$ cat config.mk
export PLATFORM = sky130hd
export DESIGN_NAME = fsm_trace_capture
export DESIGN_NICKNAME = d
export VERILOG_FILES = /design/src/rtl/fsm_pp_pkg.sv /design/src/rtl/fsm_trace_buf.sv /design/src/rtl/fsm_trace_capture.sv
export SDC_FILE = /design/constraint.sdc
export NUM_CORES = 1
export LEC_CHECK = 0
export ABC_AREA = 1
export CAP_MARGIN = 5
export CELL_PAD_IN_SITES_DETAIL_PLACEMENT = 0
export CELL_PAD_IN_SITES_GLOBAL_PLACEMENT = 1
export CORE_MARGIN = 5
export CORE_UTILIZATION = 38
export DETAILED_ROUTE_END_ITERATION = 6
export GPL_ROUTABILITY_DRIVEN = 0
export PLACE_DENSITY = 0.85
export SYNTH_ARGS = -nofsm -noshare
export SYNTH_HDL_FRONTEND = slang
export SYNTH_HIERARCHICAL = 1
export SYNTH_SLANG_ARGS = --single-unit
$ cat constraint.sdc
create_clock -name clk -period 2.5 [get_ports clk]
set_input_delay 0.5 -clock clk [delete_from_list [all_inputs] [get_ports clk]]
set_output_delay 0.5 -clock clk [all_outputs]
set_load 0.02 [all_outputs]
$ cat src/rtl/fsm_pp_pkg.sv
// rtl/fsm_pp_pkg.sv - shared widths, trace FSM states and snapshot field offsets (FSM_TRACE_TS_EN adds ts field)
package fsm_pp_pkg;

   localparam int ST_W   = 2;
   localparam int SNAP_W = 3 * ST_W;

   // Offsets of each state group inside the snapshot, above any ts field
   localparam int OFF_DATA = 0;
   localparam int OFF_ADDR = ST_W;
   localparam int OFF_REG  = 2 * ST_W;

`ifdef FSM_TRACE_TS_EN
   localparam bit TS_EN = 1'b1;
`else
   localparam bit TS_EN = 1'b0;
`endif

   typedef enum logic [1:0] {
      IDLE  = 2'd0,
      AVAIL = 2'd1,
      FULL  = 2'd2
   } trace_state_t;

endpackage

$ cat src/rtl/fsm_trace_buf.sv
// rtl/fsm_trace_buf.sv - DEPTH x WIDTH first-word-fall-through snapshot FIFO
module fsm_trace_buf #(
   parameter int DEPTH = 4,
   parameter int WIDTH = 6
) (
   input  logic                     clk,
   input  logic                     reset,
   input  logic                     push,
   input  logic                     pop,
   input  logic [WIDTH-1:0]         wr_data,
   output logic [WIDTH-1:0]         rd_data,
   output logic                     full,
   output logic                     empty,
   output logic [$clog2(DEPTH):0]   count
);

   localparam int AW = $clog2(DEPTH);

   logic [WIDTH-1:0] mem [DEPTH];
   logic [AW:0]      wr_ptr;
   logic [AW:0]      rd_ptr;

   // Extra pointer MSB distinguishes full from empty when the low bits match
   assign count   = wr_ptr - rd_ptr;
   assign full    = (count == (AW + 1)'(DEPTH));
   assign empty   = (count == '0);
   assign rd_data = empty ? '0 : mem[rd_ptr[AW-1:0]];

   always_ff @(posedge clk or negedge reset) begin
      if (!reset) begin
         wr_ptr <= '0;
         rd_ptr <= '0;
         for (int i = 0; i < DEPTH; i++) begin
            mem[i] <= '0;
         end
      end else begin
         if (push) begin
            mem[wr_ptr[AW-1:0]] <= wr_data;
            wr_ptr              <= wr_ptr + 1'b1;
         end
         if (pop) begin
            rd_ptr <= rd_ptr + 1'b1;
         end
      end
   end

endmodule

$ cat src/rtl/fsm_trace_capture.sv
// rtl/fsm_trace_capture.sv - snapshots state bits on status rising edges into a drained FIFO; FSM_TRACE_TS_EN adds a timestamp
module fsm_trace_capture
   import fsm_pp_pkg::*;
#(
   parameter  int DEPTH    = 4,
   parameter  int TS_WIDTH = 8,
   parameter  int DROP_W   = 4,
   localparam int ENTRY_W  = SNAP_W + (TS_EN ? TS_WIDTH : 0)
) (
   input  logic                clk,
   input  logic                reset,
   input  logic [ST_W-1:0]     st_reg,
   input  logic [ST_W-1:0]     st_addr,
   input  logic [ST_W-1:0]     st_data,
   input  logic                status,
   output logic                out_valid,
   input  logic                out_ready,
   output logic [ENTRY_W-1:0]  out_entry,
   output logic [DROP_W-1:0]   drop_cnt,
   input  logic                clr_drop
);

   localparam int CW = $clog2(DEPTH) + 1;

   logic               status_q;
   logic               cap;
   logic               pop;
   logic               push;
   logic               drop;
   logic               full;
   logic               empty;
   logic [CW-1:0]      count;
   logic [ENTRY_W-1:0] snap;
   trace_state_t       state;
   trace_state_t       state_nxt;

   assign cap  = status & ~status_q;
   assign pop  = out_valid & out_ready;
   // A full FIFO still accepts a capture when the head leaves in the same cycle
   assign push = cap & (~full | pop);
   assign drop = cap & full & ~pop;

`ifdef FSM_TRACE_TS_EN
   logic [TS_WIDTH-1:0] ts;

   always_ff @(posedge clk or negedge reset) begin
      if (!reset) begin
         ts <= '0;
      end else begin
         ts <= ts + 1'b1;
      end
   end

   assign snap = {st_reg, st_addr, st_data, ts};
`else
   assign snap = {st_reg, st_addr, st_data};
`endif

   fsm_trace_buf #(
      .DEPTH (DEPTH),
      .WIDTH (ENTRY_W)
   ) u_buf (
      .clk     (clk),
      .reset   (reset),
      .push    (push),
      .pop     (pop),
      .wr_data (snap),
      .rd_data (out_entry),
      .full    (full),
      .empty   (empty),
      .count   (count)
   );

   always_ff @(posedge clk or negedge reset) begin
      if (!reset) begin
         status_q <= 1'b0;
         drop_cnt <= '0;
         state    <= IDLE;
      end else begin
         status_q <= status;
         state    <= state_nxt;
         if (clr_drop) begin
            drop_cnt <= '0;
         end else if (drop && !(&drop_cnt)) begin
            drop_cnt <= drop_cnt + 1'b1;
         end
      end
   end

   always_comb begin
      state_nxt = state;
      case (state)
         IDLE:  if (push) state_nxt = AVAIL;
         AVAIL: begin
            if (pop && !push && count == CW'(1)) begin
               state_nxt = IDLE;
            end else if (push && !pop && count == CW'(DEPTH - 1)) begin
               state_nxt = FULL;
            end
         end
         FULL:  if (pop && !push) state_nxt = AVAIL;
         default: state_nxt = IDLE;
      endcase
   end

   // Drain side is driven by the FSM; the buffer's empty flag must agree with it
   assign out_valid = (state != IDLE) & ~empty;

endmodule

==> flow_summary.toml, run 1 <==
[floorplan]
ioPinCount = 22
rows = 27
coreArea_sq_mm = 0.00551
die_h_um = 85.1
start_util_pct = 39.0
dieArea_sq_mm = 0.00725
die_w_um = 85.1

[synth]
synth_area_leaders = "dfrtp_1 43%, nand2_1 13%, inv_1 7.9%"
ys_seq_area_share_pct = 43.1
syn_area_per_cell_sq_um = 8.10
synth.distinct_cells = 31
synthCells = 265
ys_ff_latch = 37
ys_warn_count = 6
yosysTopAreaCellShare_pct = 43.1
syn-num-nets = 284
syn_area_sq_mm = 0.00215
synth_top_area_cell = "dfrtp_1"

[clock_tree]
clk_path_buf_depth = 2
root_buffer = "clkbuf_8"
clkSinkCount = 37
cts_hold_buf = 0
clkTransAtPathRegs_ns = 0.08
numCtsBuffers = 5
cts_tree = "built"
clkLatencyLatePin_ns = 0.30
htree_levels = 2

[power_and_ir_drop]
power_frac_clock_pct = 13.8
power_frac_comb_pct = 61.9
power.leakage_nw = 1.44
power.internal_mw = 2.25
p_per_area_mw_per_mm2 = 1450
swShare_pct = 44.6
finalPower_mw = 4.07
ir_worst_vdd_mv = 0.674
p_seq_share_pct = 24.3
p_switching_mw = 1.81

[final_layout]
area_growth_pct = 31.0
antenna_cells = 0
fin_area_sq_mm = 0.00281
final_common_cell = "nand2_1"
register_area_sq_um = 926
layout.nets = 327
fillers = 523
layout_common_cells = "66 x nand2_1, 37 x dfrtp_1, 36 x inv_1, 21 x buf_4, 15 x nor2_1"
multi_input_area_sq_mm = 0.00110
final_cells = 381
fin_util_pct = 51.0
drive_gt1_share_pct = 27.8

[global_route]
overflow = 0
grt_usage_pct = 14.0
grt_max_degree = 38
antenna_found_initial = 0
grt_pass1_wl_um = 8140
first_global_vias = 1743

[sta]
post-route-period-util_pct = 99.5
whs_ns = 0.492
finalClockSkew_ns = 0.0109
hold_viol_final = 0
worst_slew_pin_slew_ns = 0.488
rsz0062_at_grt = "yes"
report.final.slew_viol_count = 0
setup_viol = 0
min_period_ns = 2.49
clock.fmax_mhz = 402
slew_headroom_pct = 67.5

[worst_hold_path]
hold_path_class = "register to register"
whs_endpoint = "u_buf/mem[11]$_DFFE_PN0P_"
hold_depth = 2
hp-start = "u_buf/mem[11]$_DFFE_PN0P_"

[setup_path]
critical_path_class = "register to primary output"
worstPathRequired_ns = 2.00
reg2reg_to = "u_buf/wr_ptr[1]$_DFFE_PN0P_"
worstSetupStartpointType = "register"
reg2reg_depth = 11
regToRegSetupSlack_ns = 0.09
critical_path_arrival_ns = 1.99
path_max_fanout = 7
endpoint_kind = "primary output"
rr_startpoint = "u_buf/rd_ptr[0]$_DFFE_PN0P_"

[place]
placed_area_sq_mm = 0.00247
dp.cells = 362
portBuffers = 21
dpl.hpwl_um = 3080

[routing]
drc_errors = 0
drt-pass1-iter-count = 6
routed_via_density = 4.68
via_count = 1784
drtIter0Drc = 122
routed_wl_um = 4890
wl_per_cell_um = 12.8
ant_nets = 0

[flow_run]
drv_cap = 0

[status]
status = "finished, final reports clean"
-- routing by layer --
metal  share of wire (%)  GRT usage [%]  wire [um]
met2                  50           22.7       2420
met1                  46           17.4       2240
met5                   0              0          0
met4                 1.4           6.91         70
met3                 3.3           3.30        163
-- state kept, by name, summed over array words and instances (netlist names) --
name	count
state	2
status_q	1
u_buf/wr_ptr	3
drop_cnt	4
u_buf/rd_ptr	3
u_buf/mem	24
-- cell usage after synthesis, drive strengths merged --
library cell / instances
nand3: 14
a21oi: 2
nor3: 2
nor3b: 2
a41oi: 1
dfrtp: 37
nand4: 1
inv: 48
o21ai: 29
nor2: 18
buf: 9
a21boi: 1
clkinv: 1
fa: 1
ha: 7
o211ai: 6
xor2: 5
nand2: 81
-- power by group through the flow --
stage	logic [mW]	registers, mW	clock network (mW)
after floorplan	1.39	0.976	0
after global placement	2.00	0.983	0
after detailed placement	2.04	0.989	0
after CTS	2.16	0.980	0.572
after global routing	2.79	1.02	0.601
final	2.52	0.987	0.562
-- critical path, cell delays in order, from the launching register on --
cell and delay [ns]:
dfrtp_1 0.42, ha_4 0.18, fa_2 0.55, nand2_2 0.07, inv_2 0.06, nand3_4 0.13, nand2_2 0.13, inv_2 0.04
buf_6 0.12
-- logic make-up after synthesis --
family,after synthesis,synth area share [%]
AND/OR/NAND/NOR,118,26.2
buffers and inverters,58,12.0
XOR/XNOR,5,2.04
adder cells (fa/ha/maj),8,5.01
AO/OA/AOI/OAI,39,11.5
flip-flops,37,43.1
-- through the flow --
step	setup TNS (ns)	setup slack, ns
floorplan	0	0.128
global placement	-0.569	-0.110
detailed placement	-2.91	-0.193
CTS	0	0.000183
global route	-0.555	-0.0642
finish	0	0.0128
-- how the worst max path moves through the flow --
stage / depth (start not counted) / endpoint / from / slack (ns)
after floorplan: 15 / u_buf/mem[21]$_DFFE_PN0P_ / u_buf/wr_ptr[0]$_DFFE_PN0P_ / 0.13
after global placement: 9 / out_valid / u_buf/wr_ptr[0]$_DFFE_PN0P_ / -0.11
after detailed placement: 15 / u_buf/mem[19]$_DFFE_PN0P_ / u_buf/wr_ptr[0]$_DFFE_PN0P_ / -0.19
after CTS: 9 / out_valid / u_buf/wr_ptr[0]$_DFFE_PN0P_ / 0.0002
after global routing: 9 / out_valid / u_buf/wr_ptr[0]$_DFFE_PN0P_ / -0.06
final: 8 / out_entry[0] / u_buf/rd_ptr[0]$_DFFE_PN0P_ / 0.01
-- cell type report --
cell class	instances	area share (%)
clock buffer	6	2.94
clock inverter	2	1.34
inverter	49	6.59
multi-input combinational	172	39.1
sequential	37	32.9
tap	72	3.21
timing repair buffer	43	13.9
-- what timing repair did --
action,4_1_cts,5_1_grt
pin swaps,6,7
setup buffers,5,4
endpoints found under the setup margin,32,40
cloned,1,1
resized for setup,49,31
No activity file was read; power rests on OpenSTA's default activity.
==> run 2, diff against run 1 <==
- GPL_TIMING_DRIVEN: default -> 0
==> run 2 against run 1 <==
  * Final area down 6.1%
  * Critical path type unchanged
  * Worst setup slack worse by 0.021 ns
  * The run now ends with negative setup slack left
  * Register-to-register slack better by 0.06 ns
  * First-iteration DRC count down 34%
  * Highest routed layer unchanged
  * Non-clock buffer count down 6
==> flow_summary.toml, run 2 (synthesized netlist as in run 1, its figures left out) <==
[final_layout]
top_regs = "u_buf/mem: 24 flops, drop_cnt: 4 flops"
final_common_cell = "nand2_1"
fin_area_sq_mm = 0.00264
drive_gt1_share_pct = 22.3
layout.nets = 319
largest_reg_flops = 24
top_register = "u_buf/mem"
area_growth_pct = 22.9
antenna_cells = 0
layout_common_cells = "71 x nand2_1, 41 x inv_1, 37 x dfrtp_1, 15 x nor2_1, 14 x o21ai_0"

[place]
portBuffers = 21
pre_cts_slack_ns = -0.296
placed_area_sq_mm = 0.00244
dpl.hpwl_um = 3110

[clock_tree]
root_buffer = "clkbuf_8"
clkTransAtPathRegs_ns = 0.07
numCtsBuffers = 5
clkLatencyLatePin_ns = 0.29
clk_path_buf_depth = 2
htree_levels = 2
clkSinkCount = 37
cts_tree = "built"
cts_hold_buf = 0

[routing]
via_count = 1660
drtIter0Drc = 80
routed_via_density = 4.45
ant_nets = 0
routed_wl_um = 4450
drt-pass1-iter-count = 5
wl_per_cell_um = 11.9
drc_errors = 0

[setup_path]
critical_path_arrival_ns = 2.01
reg2reg_depth = 10
reg2reg_to = "u_buf/mem[9]$_DFFE_PN0P_"
worstSetupStartpointType = "register"
critical_path_class = "register to primary output"
crit_chain = "ha_4, fa_2, nand2_2, inv_2, nand3_4, nand2_1, inv_1, buf_2"
endpoint_kind = "primary output"
worst_path_max_delay_cell = "fa_2"
regToRegSetupSlack_ns = 0.15
worstPathRequired_ns = 2.00
critical-path-max-stage-delay_ns = 0.58
crit_end = "out_entry[0]"
rr_startpoint = "u_buf/rd_ptr[0]$_DFFE_PN0P_"
path_max_fanout = 7
crit_path_start = "u_buf/rd_ptr[0]$_DFFE_PN0P_"

[floorplan]
die_h_um = 85.1
rows = 27
dieArea_sq_mm = 0.00725
die_w_um = 85.1
ioPinCount = 22
start_util_pct = 39.0
coreArea_sq_mm = 0.00551

[power_and_ir_drop]
swShare_pct = 44.1
power_frac_comb_pct = 56.4
p_seq_share_pct = 28.4
power_frac_clock_pct = 15.2
p_switching_mw = 1.55
ir_worst_vdd_mv = 0.426
power.internal_mw = 1.96
p_per_area_mw_per_mm2 = 1330
power.leakage_nw = 1.40

[sta]
setup_viol = 5
report.final.slew_viol_count = 0
min_period_ns = 2.51
rsz0062_at_grt = "yes"
slew_headroom_pct = 44.7
layout_setup_ws_ns = -0.00836
clock.fmax_mhz = 399
fin_setup_tns_ns = -0.0257
whs_ns = 0.309
finalClockSkew_ns = 0.00511
worst_slew_pin_slew_ns = 0.830
post-route-period-util_pct = 100
hold_viol_final = 0

[status]
violations = "negative setup slack"
status = "finished, violations left"

[global_route]
grt_use_met2_pct = 20.8
antenna_found_initial = 0
top_usage_layer = "met2"
grt_max_degree = 38
grt.met3_usage_pct = 3.20
grt_util_met1_pct = 17.5
grt_usage_pct = 13.2
grt_pass1_wl_um = 7650
first_global_vias = 1659
overflow = 0

[worst_hold_path]
hold_path_class = "primary input to async pin"

[flow_run]
drv_cap = 0
## run 2: critical path, delay by kind of cell (launching register included)
kind | cells | cell delay (ns)
flip-flops | 1 | 0.43
buffers and inverters | 3 | 0.24
adder cells (fa/ha/maj) | 2 | 0.77
AND/OR/NAND/NOR | 3 | 0.28
## run 2: area by class of cell
cell class | count | area, sq um
Clock inverter | 1 | 30.0
Clock buffer | 7 | 86.3
Fill cell | 566 | 2870
Buffer | 8 | 87.6
Tap cell | 72 | 90.1
Timing Repair Buffer | 29 | 236
Multi-Input combinational cell | 170 | 993
Sequential cell | 37 | 926
Inverter | 49 | 188
## run 2: stage by stage
| stage | utilization, % | instances | total power [mW] |
|---|---|---|---|
| global route | 47.9 | 373 | 3.87 |
| CTS | 46.0 | 367 | 3.37 |
| finish | 47.9 | 373 | 3.51 |
| global placement | 44.4 | 358 | 2.89 |
| detailed placement | 44.3 | 358 | 2.92 |
| floorplan | - | 265 | 2.37 |
## run 2: repair_timing
item                       in CTS  in global routing
gates resized for setup        32                 24
setup endpoints to repair      31                 33
pin swaps                       1                  4
cloned                          0                  1
buffers inserted                2                  5
## run 2: layer usage
layer,vias up,part of all wire (%)
met1,735,50
met3,9,2.8
met4,0,1.6
met2,25,46
li1,891,-
met5,-,0
## run 2: how the worst min path moves through the flow
| stage | end |
|---|---|
| 3_3_place_gp | u_buf/mem[12]$_DFFE_PN0P_ |
| 6_report | u_buf/mem[21]$_DFFE_PN0P_ |
| 3_5_place_dp | u_buf/mem[2]$_DFFE_PN0P_ |
| 5_1_grt | u_buf/mem[1]$_DFFE_PN0P_ |
| 4_1_cts | u_buf/mem[1]$_DFFE_PN0P_ |
| 2_1_floorplan | drop_cnt[0]$_DFFE_PN0P_ |
## run 2: power groups by stage
| stage | Clock [mW] | Sequential (mW) | Combinational (mW) |
|---|---|---|---|
| final | 0.534 | 0.997 | 1.98 |
| after global routing | 0.582 | 1.03 | 2.25 |
| after CTS | 0.554 | 0.994 | 1.82 |
| after detailed placement | 0 | 1.01 | 1.91 |
| after global placement | 0 | 1.00 | 1.89 |
| after floorplan | 0 | 0.976 | 1.39 |
